$ cat src/rtl/hex_word_writer_pkg.sv
// hex_word_pkg
//   Shared constants and types for the hex word writer.
//   DATA_W : width of one stored word
//   DEPTH  : number of words in the operand memory (one 4096-bit operand)
//   ADDR_W : address width, clog2(DEPTH)
//   LEN_W  : width of the load length / word counter (must hold DEPTH itself)
//   state_t: writer FSM states
//   len_legal(): true when a requested load length is within 1..DEPTH

package hex_word_pkg;

    localparam int DATA_W = 32;
    localparam int DEPTH  = 128;
    localparam int ADDR_W = 7;
    localparam int LEN_W  = ADDR_W + 1;

    typedef enum logic [1:0] {
        IDLE = 2'd0,
        LOAD = 2'd1,
        FIN  = 2'd2
    } state_t;

    function automatic logic len_legal(input logic [LEN_W-1:0] l);
        return (l != '0) && (l <= LEN_W'(DEPTH));
    endfunction

endpackage

$ cat src/rtl/hex_word_writer_sdp_ram.sv
// sdp_ram
//   Simple dual-port word memory: one write port, one registered read port.
//   The read is read-first: a write and a read to the same address in the
//   same cycle returns the previous contents; the new word appears on the
//   next read. Memory contents are never cleared; srst only clears the
//   read output register.
//
//   Ports:
//     clk     : rising-edge clock
//     srst    : synchronous active-high reset (read register only)
//     we      : write enable
//     wr_addr : write address
//     wr_data : write data
//     rd_addr : read address
//     rd_data : mem[rd_addr], one cycle later

module sdp_ram
    import hex_word_pkg::*;
#(
    parameter int WIDTH = DATA_W,
    parameter int WORDS = DEPTH,
    parameter int AW    = ADDR_W
) (
    input  logic             clk,
    input  logic             srst,
    input  logic             we,
    input  logic [AW-1:0]    wr_addr,
    input  logic [WIDTH-1:0] wr_data,
    input  logic [AW-1:0]    rd_addr,
    output logic [WIDTH-1:0] rd_data
);

    logic [WIDTH-1:0] mem [WORDS];
    logic [WIDTH-1:0] rd_data_reg;

    // Write port kept in its own process, free of reset, so the array maps
    // onto block RAM.
    always_ff @(posedge clk) begin
        if (we) begin
            mem[wr_addr] <= wr_data;
        end
    end

    // Non-blocking read of the array in the same edge as the write gives
    // read-first behaviour.
    always_ff @(posedge clk) begin
        if (srst) begin
            rd_data_reg <= '0;
        end else begin
            rd_data_reg <= mem[rd_addr];
        end
    end

    assign rd_data = rd_data_reg;

endmodule

$ cat src/rtl/hex_word_writer.sv
// hex_word_writer
//   Loads a stream of operand words (valid/ready) into a DEPTH x DATA_W
//   memory starting at address 0, then pulses done. A registered read port
//   lets downstream datapath blocks fetch any word at any time.
//
//   Optional feature: define HEX_WORD_WRITER_CSUM_EN to add output csum,
//   the running XOR of all accepted words of the current/last load.
//
//   Ports:
//     clk      : rising-edge clock
//     reset    : synchronous active-high reset
//     start    : one-cycle pulse, begins a load of len words at address 0
//     len      : words to load, legal range 1..DEPTH
//     in_valid : in_data holds a word
//     in_data  : word to store
//     in_ready : writer accepts a word this cycle
//     busy     : load in progress
//     done     : one-cycle pulse the cycle after the last word is written
//     err      : one-cycle pulse after a start with an illegal len
//     wr_count : words written in the current or last load
//     rd_addr  : read address
//     rd_data  : mem[rd_addr], registered (one-cycle latency, read-first)
//     csum     : (HEX_WORD_WRITER_CSUM_EN only) XOR of accepted words

module hex_word_writer
    import hex_word_pkg::*;
(
    input  logic              clk,
    input  logic              reset,
    input  logic              start,
    input  logic [LEN_W-1:0]  len,
    input  logic              in_valid,
    input  logic [DATA_W-1:0] in_data,
    output logic              in_ready,
    output logic              busy,
    output logic              done,
    output logic              err,
    output logic [LEN_W-1:0]  wr_count,
    input  logic [ADDR_W-1:0] rd_addr,
    output logic [DATA_W-1:0] rd_data
`ifdef HEX_WORD_WRITER_CSUM_EN
    ,
    output logic [DATA_W-1:0] csum
`endif
);

    state_t             state_reg;
    logic               in_ready_reg;
    logic               busy_reg;
    logic               done_reg;
    logic               err_reg;
    logic [LEN_W-1:0]   wr_count_reg;
    logic [LEN_W-1:0]   len_reg;
`ifdef HEX_WORD_WRITER_CSUM_EN
    logic [DATA_W-1:0]  csum_reg;
`endif

    logic               xfer;
    logic               last_xfer;
    logic [ADDR_W-1:0]  wr_addr;
    logic [LEN_W-1:0]   wr_count_next;

    // in_ready_reg is only ever set in LOAD, so it doubles as the state
    // qualifier for a transfer.
    assign xfer = in_valid && in_ready_reg;

    // The write pointer always equals the count of words written so far, so
    // the low bits of wr_count serve as the address. On the final word of a
    // full-depth load the count reaches DEPTH but no further write happens,
    // so the address never wraps into a live write.
    assign wr_addr       = wr_count_reg[ADDR_W-1:0];
    assign wr_count_next = wr_count_reg + LEN_W'(1);
    assign last_xfer     = (wr_count_next == len_reg);

    always_ff @(posedge clk) begin
        if (reset) begin
            state_reg    <= IDLE;
            in_ready_reg <= 1'b0;
            busy_reg     <= 1'b0;
            done_reg     <= 1'b0;
            err_reg      <= 1'b0;
            wr_count_reg <= '0;
            len_reg      <= '0;
`ifdef HEX_WORD_WRITER_CSUM_EN
            csum_reg     <= '0;
`endif
        end else begin
            // done and err are single-cycle pulses.
            done_reg <= 1'b0;
            err_reg  <= 1'b0;

            case (state_reg)
                IDLE: begin
                    in_ready_reg <= 1'b0;
                    busy_reg     <= 1'b0;
                    if (start) begin
                        if (len_legal(len)) begin
                            len_reg      <= len;
                            wr_count_reg <= '0;
`ifdef HEX_WORD_WRITER_CSUM_EN
                            csum_reg     <= '0;
`endif
                            in_ready_reg <= 1'b1;
                            busy_reg     <= 1'b1;
                            state_reg    <= LOAD;
                        end else begin
                            // Illegal length: flag it, keep wr_count.
                            err_reg <= 1'b1;
                        end
                    end
                end

                LOAD: begin
                    // start is deliberately not looked at here.
                    if (xfer) begin
                        wr_count_reg <= wr_count_next;
`ifdef HEX_WORD_WRITER_CSUM_EN
                        csum_reg     <= csum_reg ^ in_data;
`endif
                        if (last_xfer) begin
                            in_ready_reg <= 1'b0;
                            busy_reg     <= 1'b0;
                            done_reg     <= 1'b1;
                            state_reg    <= FIN;
                        end
                    end
                end

                FIN: begin
                    in_ready_reg <= 1'b0;
                    busy_reg     <= 1'b0;
                    state_reg    <= IDLE;
                end

                default: begin
                    in_ready_reg <= 1'b0;
                    busy_reg     <= 1'b0;
                    state_reg    <= IDLE;
                end
            endcase
        end
    end

    sdp_ram #(
        .WIDTH (DATA_W),
        .WORDS (DEPTH),
        .AW    (ADDR_W)
    ) u_ram (
        .clk     (clk),
        .srst    (reset),
        .we      (xfer),
        .wr_addr (wr_addr),
        .wr_data (in_data),
        .rd_addr (rd_addr),
        .rd_data (rd_data)
    );

    assign in_ready = in_ready_reg;
    assign busy     = busy_reg;
    assign done     = done_reg;
    assign err      = err_reg;
    assign wr_count = wr_count_reg;
`ifdef HEX_WORD_WRITER_CSUM_EN
    assign csum     = csum_reg;
`endif

endmodule

$ cat config.mk
export PLATFORM = sky130hd
export DESIGN_NAME = hex_word_writer
export DESIGN_NICKNAME = d
export VERILOG_FILES = /design/src/rtl/hex_word_writer_pkg.sv /design/src/rtl/hex_word_writer_sdp_ram.sv /design/src/rtl/hex_word_writer.sv
export SDC_FILE = /design/constraint.sdc
export NUM_CORES = 2
export LEC_CHECK = 0
export ABC_AREA = 1
export CELL_PAD_IN_SITES_DETAIL_PLACEMENT = 1
export CELL_PAD_IN_SITES_GLOBAL_PLACEMENT = 2
export CORE_MARGIN = 4
export CORE_UTILIZATION = 35
export DETAILED_ROUTE_END_ITERATION = 7
export PLACE_DENSITY = 0.77
export SYNTH_ARGS = -nofsm -noshare
export SYNTH_HDL_FRONTEND = slang
export SYNTH_SLANG_ARGS = --single-unit
$ cat constraint.sdc
create_clock -name clk -period 4.2 [get_ports clk]
set_clock_uncertainty 0.05 [all_clocks]
set_input_delay 1.26 -clock clk [delete_from_list [all_inputs] [get_ports clk]]
set_output_delay 1.26 -clock clk [all_outputs]
set_load 0.01 [all_outputs]
==> impl_results.html <==
<table>
<tr><th>Metric</th><th>Value</th></tr>
<tr><th colspan="2">Critical path</th></tr>
<tr><td>Destination of the worst register-to-register timing path</td><td>u_ram.mem[57][8]$_DFFE_PP_</td></tr>
<tr><td>Type of element launching the critical path</td><td>flop</td></tr>
<tr><td>Family with the most delay on the worst path</td><td>flip-flops</td></tr>
<tr><td>Worst reg-to-reg setup slack</td><td>0.95 ns</td></tr>
<tr><td>Kind of critical path</td><td>flop to primary output</td></tr>
<tr><td>Crit-path max FO</td><td>1</td></tr>
<tr><td>Chain of cells forming the critical path</td><td>clkdlybuf4s50_1</td></tr>
<tr><td>Slowest cell on the critical path</td><td>dfxtp_1</td></tr>
<tr><td>Buffers and inverters on the worst path</td><td>1</td></tr>
<tr><td>Startpoint of the worst-slack reg-to-reg timing path</td><td>wr_count[3]$_SDFFE_PP0P_</td></tr>
<tr><td>Required time at the worst-slack endpoint</td><td>2.89 ns</td></tr>
<tr><td>CP endpoint kind</td><td>primary output</td></tr>
<tr><td>Cells on worst reg2reg path</td><td>5</td></tr>
<tr><td>Max stage delay on crit path</td><td>0.92 ns</td></tr>
<tr><td>Data arrival time of the critical path</td><td>2.66 ns</td></tr>
<tr><th colspan="2">Routing</th></tr>
<tr><td>Number of nets still failing antenna checks after routing</td><td>0</td></tr>
<tr><td>Drt initial violations</td><td>14000</td></tr>
<tr><td>Wire length reported by the detailed router</td><td>593000 um</td></tr>
<tr><td>Via/cell ratio</td><td>5.58</td></tr>
<tr><td>Drc violations</td><td>0</td></tr>
<tr><td>Drt pass-1 iters</td><td>6</td></tr>
<tr><td>Number of vias after detailed routing</td><td>116000</td></tr>
<tr><td>Average wire per standard cell</td><td>28.5 um</td></tr>
<tr><th colspan="2">Floorplan</th></tr>
<tr><td>Die boundary width</td><td>699 um</td></tr>
<tr><td>Number of primary I/O pins</td><td>95</td></tr>
<tr><td>Floorplan row count</td><td>253</td></tr>
<tr><td>Die Area</td><td>488000 sq um</td></tr>
<tr><td>Area inside the core boundary</td><td>475000 sq um</td></tr>
<tr><td>Initial Utilization</td><td>35.2%</td></tr>
<tr><td>Die boundary height</td><td>699 um</td></tr>
<tr><th colspan="2">Global route</th></tr>
<tr><td>Maximum number of pins on one net before global-route repair</td><td>121</td></tr>
<tr><td>Residual overflow from global routing</td><td>0</td></tr>
<tr><td>Number of global-route vias before repair</td><td>117000</td></tr>
<tr><td>Met2 layer usage reported by global route</td><td>37.7%</td></tr>
<tr><td>First-pass GRT wire length</td><td>848000 um</td></tr>
<tr><td>Fraction of met3 tracks used by global routing</td><td>3.25%</td></tr>
<tr><td>Total routing usage reported by global routing</td><td>23.6%</td></tr>
<tr><td>Number of antenna violations at the first check in global routing</td><td>32</td></tr>
<tr><td>Peak-usage layer in the global routing report</td><td>met2</td></tr>
<tr><td>M1 GR Usage</td><td>33.0%</td></tr>
<tr><th colspan="2">Clocking</th></tr>
<tr><td>Maximum level of the CTS H-tree</td><td>5</td></tr>
<tr><td>Post-CTS Hold Fix Bufs</td><td>0</td></tr>
<tr><td>Cell at the root of the clock tree</td><td>clkbuf_16</td></tr>
<tr><td>Insertion delay of the later-clocked pin in the worst-skew pair</td><td>1.05 ns</td></tr>
<tr><td>Cells resized by post-CTS repair</td><td>0</td></tr>
<tr><td>Buffer levels on the longest clock path</td><td>4</td></tr>
<tr><td>Number of buffers created by CTS</td><td>437</td></tr>
<tr><td>Post-CTS Setup Inserts</td><td>0</td></tr>
<tr><td>Number of sinks handled by clock tree synthesis</td><td>4149</td></tr>
<tr><td>Clock input transition at the sequential cells of the worst setup and hold paths</td><td>0.06 ns</td></tr>
<tr><td>CTS tree</td><td>done</td></tr>
<tr><th colspan="2">Logic synthesis</th></tr>
<tr><td>Yosys warning total</td><td>0</td></tr>
<tr><td>Netlist area before placement</td><td>167000 sq um</td></tr>
<tr><td>Top flip-flop cell by instance count after synthesis</td><td>edfxtp_1</td></tr>
<tr><td>Yosys reg bits</td><td>4149</td></tr>
<tr><td>Area share of fa/ha/maj cells after synthesis</td><td>0.00750%</td></tr>
<tr><td>Multiplexer area fraction after synthesis</td><td>0%</td></tr>
<tr><td>Number of unique standard cell types used by synthesis</td><td>24</td></tr>
<tr><td>Xor-xnor portion of the synthesized cell area</td><td>0.0105%</td></tr>
<tr><td>Fraction of synthesis flops using an asynchronous set or reset pin</td><td>0%</td></tr>
<tr><td>Number of enable-type register cells in the synthesized netlist</td><td>4096</td></tr>
<tr><td>Gate Count Post-Synth</td><td>13800</td></tr>
<tr><td>Post-Synth Simple-Gate Area</td><td>22.3%</td></tr>
<tr><td>Mean cell area of the mapped netlist</td><td>12.1 sq um</td></tr>
<tr><td>Complex-gate fraction of the synthesized area</td><td>0.0720%</td></tr>
<tr><td>Post-synthesis sequential area ratio</td><td>74.3%</td></tr>
<tr><td>Main combinational cell family by area after synthesis</td><td>simple AND/OR/NAND/NOR gates</td></tr>
<tr><td>Post-synth net total</td><td>13800</td></tr>
<tr><th colspan="2">Place</th></tr>
<tr><td>Dpl hpwl</td><td>351000 um</td></tr>
<tr><td>Total of buffers placed on input and output ports</td><td>94</td></tr>
<tr><td>Worst slack at placement</td><td>-0.336 ns</td></tr>
<tr><td>RePlAce Congestion</td><td>0.824</td></tr>
<tr><td>Number of placed instances, taps included</td><td>20000</td></tr>
<tr><td>Placed inst area</td><td>181000 sq um</td></tr>
<tr><th colspan="2">Power and ir drop</th></tr>
<tr><td>Leakage power figure</td><td>67.9 nW</td></tr>
<tr><td>Pwr Total</td><td>89.4 mW</td></tr>
<tr><td>Pwr dens</td><td>459 nW/um^2</td></tr>
<tr><td>Worst supply voltage drop on vdd</td><td>0.404 mV</td></tr>
<tr><th colspan="2">STA</th></tr>
<tr><td>Total Neg Setup Slack</td><td>0 ns</td></tr>
<tr><td>Final setup violating endpoints</td><td>0</td></tr>
<tr><td>Clock period minus worst slack</td><td>3.97 ns</td></tr>
<tr><td>Maximum clock frequency</td><td>0.252 GHz</td></tr>
<tr><td>Transition time at the pin with the least slew margin</td><td>1.29 ns</td></tr>
<tr><td>Number of max-slew violations in the final report</td><td>0</td></tr>
<tr><td>Worst path setup slack after routing</td><td>0.234 ns</td></tr>
<tr><td>Worst slew margin relative to its limit</td><td>14.3%</td></tr>
<tr><td>Final hold slack</td><td>0.406 ns</td></tr>
<tr><td>Share of the clock period used by the worst path</td><td>94.4%</td></tr>
<tr><td>Setup repair after global routing missed its margin</td><td>false</td></tr>
<tr><td>Final hold violation count</td><td>0</td></tr>
<tr><th colspan="2">Job</th></tr>
<tr><td>Max-capacitance violation count</td><td>0</td></tr>
<tr><th colspan="2">Status</th></tr>
<tr><td>Status</td><td>finished clean</td></tr>
<tr><th colspan="2">Finish</th></tr>
<tr><td>Synth-to-Final Area Change</td><td>16.6%</td></tr>
<tr><td>Proportion of layout cells with a drive suffix above 1</td><td>10.8%</td></tr>
<tr><td>Final cell area excluding filler cells</td><td>195000 sq um</td></tr>
<tr><td>Filler-free cell count of the finished design</td><td>20800</td></tr>
<tr><td>Max FFs per register</td><td>4096</td></tr>
<tr><td>Post-layout nets</td><td>14200</td></tr>
<tr><td>Final cell utilization of the core</td><td>41.0%</td></tr>
<tr><th colspan="2">Min path</th></tr>
<tr><td>Source of the worst hold timing path</td><td>len_reg[0]$_SDFFE_PP0P_</td></tr>
<tr><td>Endpoint, Worst Hold</td><td>len_reg[0]$_SDFFE_PP0P_</td></tr>
<tr><td>Class of the worst hold path</td><td>flop to flop</td></tr>
<tr><td>Cells on Worst Hold Path</td><td>2</td></tr>
</table>
synth_stat cells, types with 2 or more instances:
library cell	instances	area, sq um
dfxtp_1	53	1060
edfxtp_1	4096	123000
buf_1	91	342
buf_2	461	2310
o21ai_0	8	40.0
nand2_1	4478	16800
buf_4	144	1080
nand4_1	6	37.5
a22oi_1	2	15.0
a21oi_1	13	65.1
nor2_1	228	856
clkbuf_1	136	510
inv_1	36	135
inv_2	3	11.3
nor3_1	9	45.0
nand3_1	3900	19500
buf_6	89	1000
final cells by class:
type,instances,area (sq um)
inverter,40,195
antenna,6,15.0
tap,6247,7820
clock inverter,237,1930
timing repair buffer,892,10500
clock buffer,562,11600
fill,49900,280000
multi-input combinational,8648,38400
sequential,4149,124000
cells by family after synthesis:
family / after synthesis
and+or+nand+nor: 8622
xor gates and xnor gates: 2
adders and majority gates: 1
AOI/OAI and AO/OA: 23
buffers and inverters: 963
DFF: 4149
power by group:
part           leakage [nW]  switching (mW)  internal [mW]  total [mW]
logic                  24.1            4.60           1.66        6.26
registers              37.2           0.130           45.5        45.7
clock network          6.60            16.5           21.0        37.5
cells in the final DEF, fill, tap and decap left out, drive strengths merged, types with 8 or more instances in the layout:
cell / n
dfxtp: 53
nand2: 4478
a21oi: 13
inv: 53
clkdlybuf4s50: 55
nor3: 9
clkbuf: 562
clkinv: 187
o21ai: 8
nand3: 3900
buf: 837
nor2: 228
bufinv: 26
clkinvlp: 11
edfxtp: 4096
worst max-delay path by stage:
stage / startpoint / end / slack [ns] / cells after the start
floorplan: in_valid / u_ram.mem[111][0]$_DFFE_PP_ / 0.32 / 6
global route: u_ram.rd_data[0]$_SDFF_PP0_ / rd_data[0] / 0.23 / 1
global placement: rd_addr[1] / u_ram.rd_data[25]$_SDFF_PP0_ / -0.35 / 13
detailed placement: rd_addr[1] / u_ram.rd_data[25]$_SDFF_PP0_ / -0.34 / 13
finish: u_ram.rd_data[0]$_SDFF_PP0_ / rd_data[0] / 0.23 / 1
CTS: u_ram.rd_data[0]$_SDFF_PP0_ / rd_data[0] / 0.18 / 1
routing by layer:
metal | up-vias | part of all wire (%)
li1 | 49900 | -
met1 | 60500 | 42
met2 | 4665 | 46
met3 | 898 | 7.5
met4 | 2 | 3.9
met5 | - | 0.0022
No activity file was read; power rests on OpenSTA's default activity.
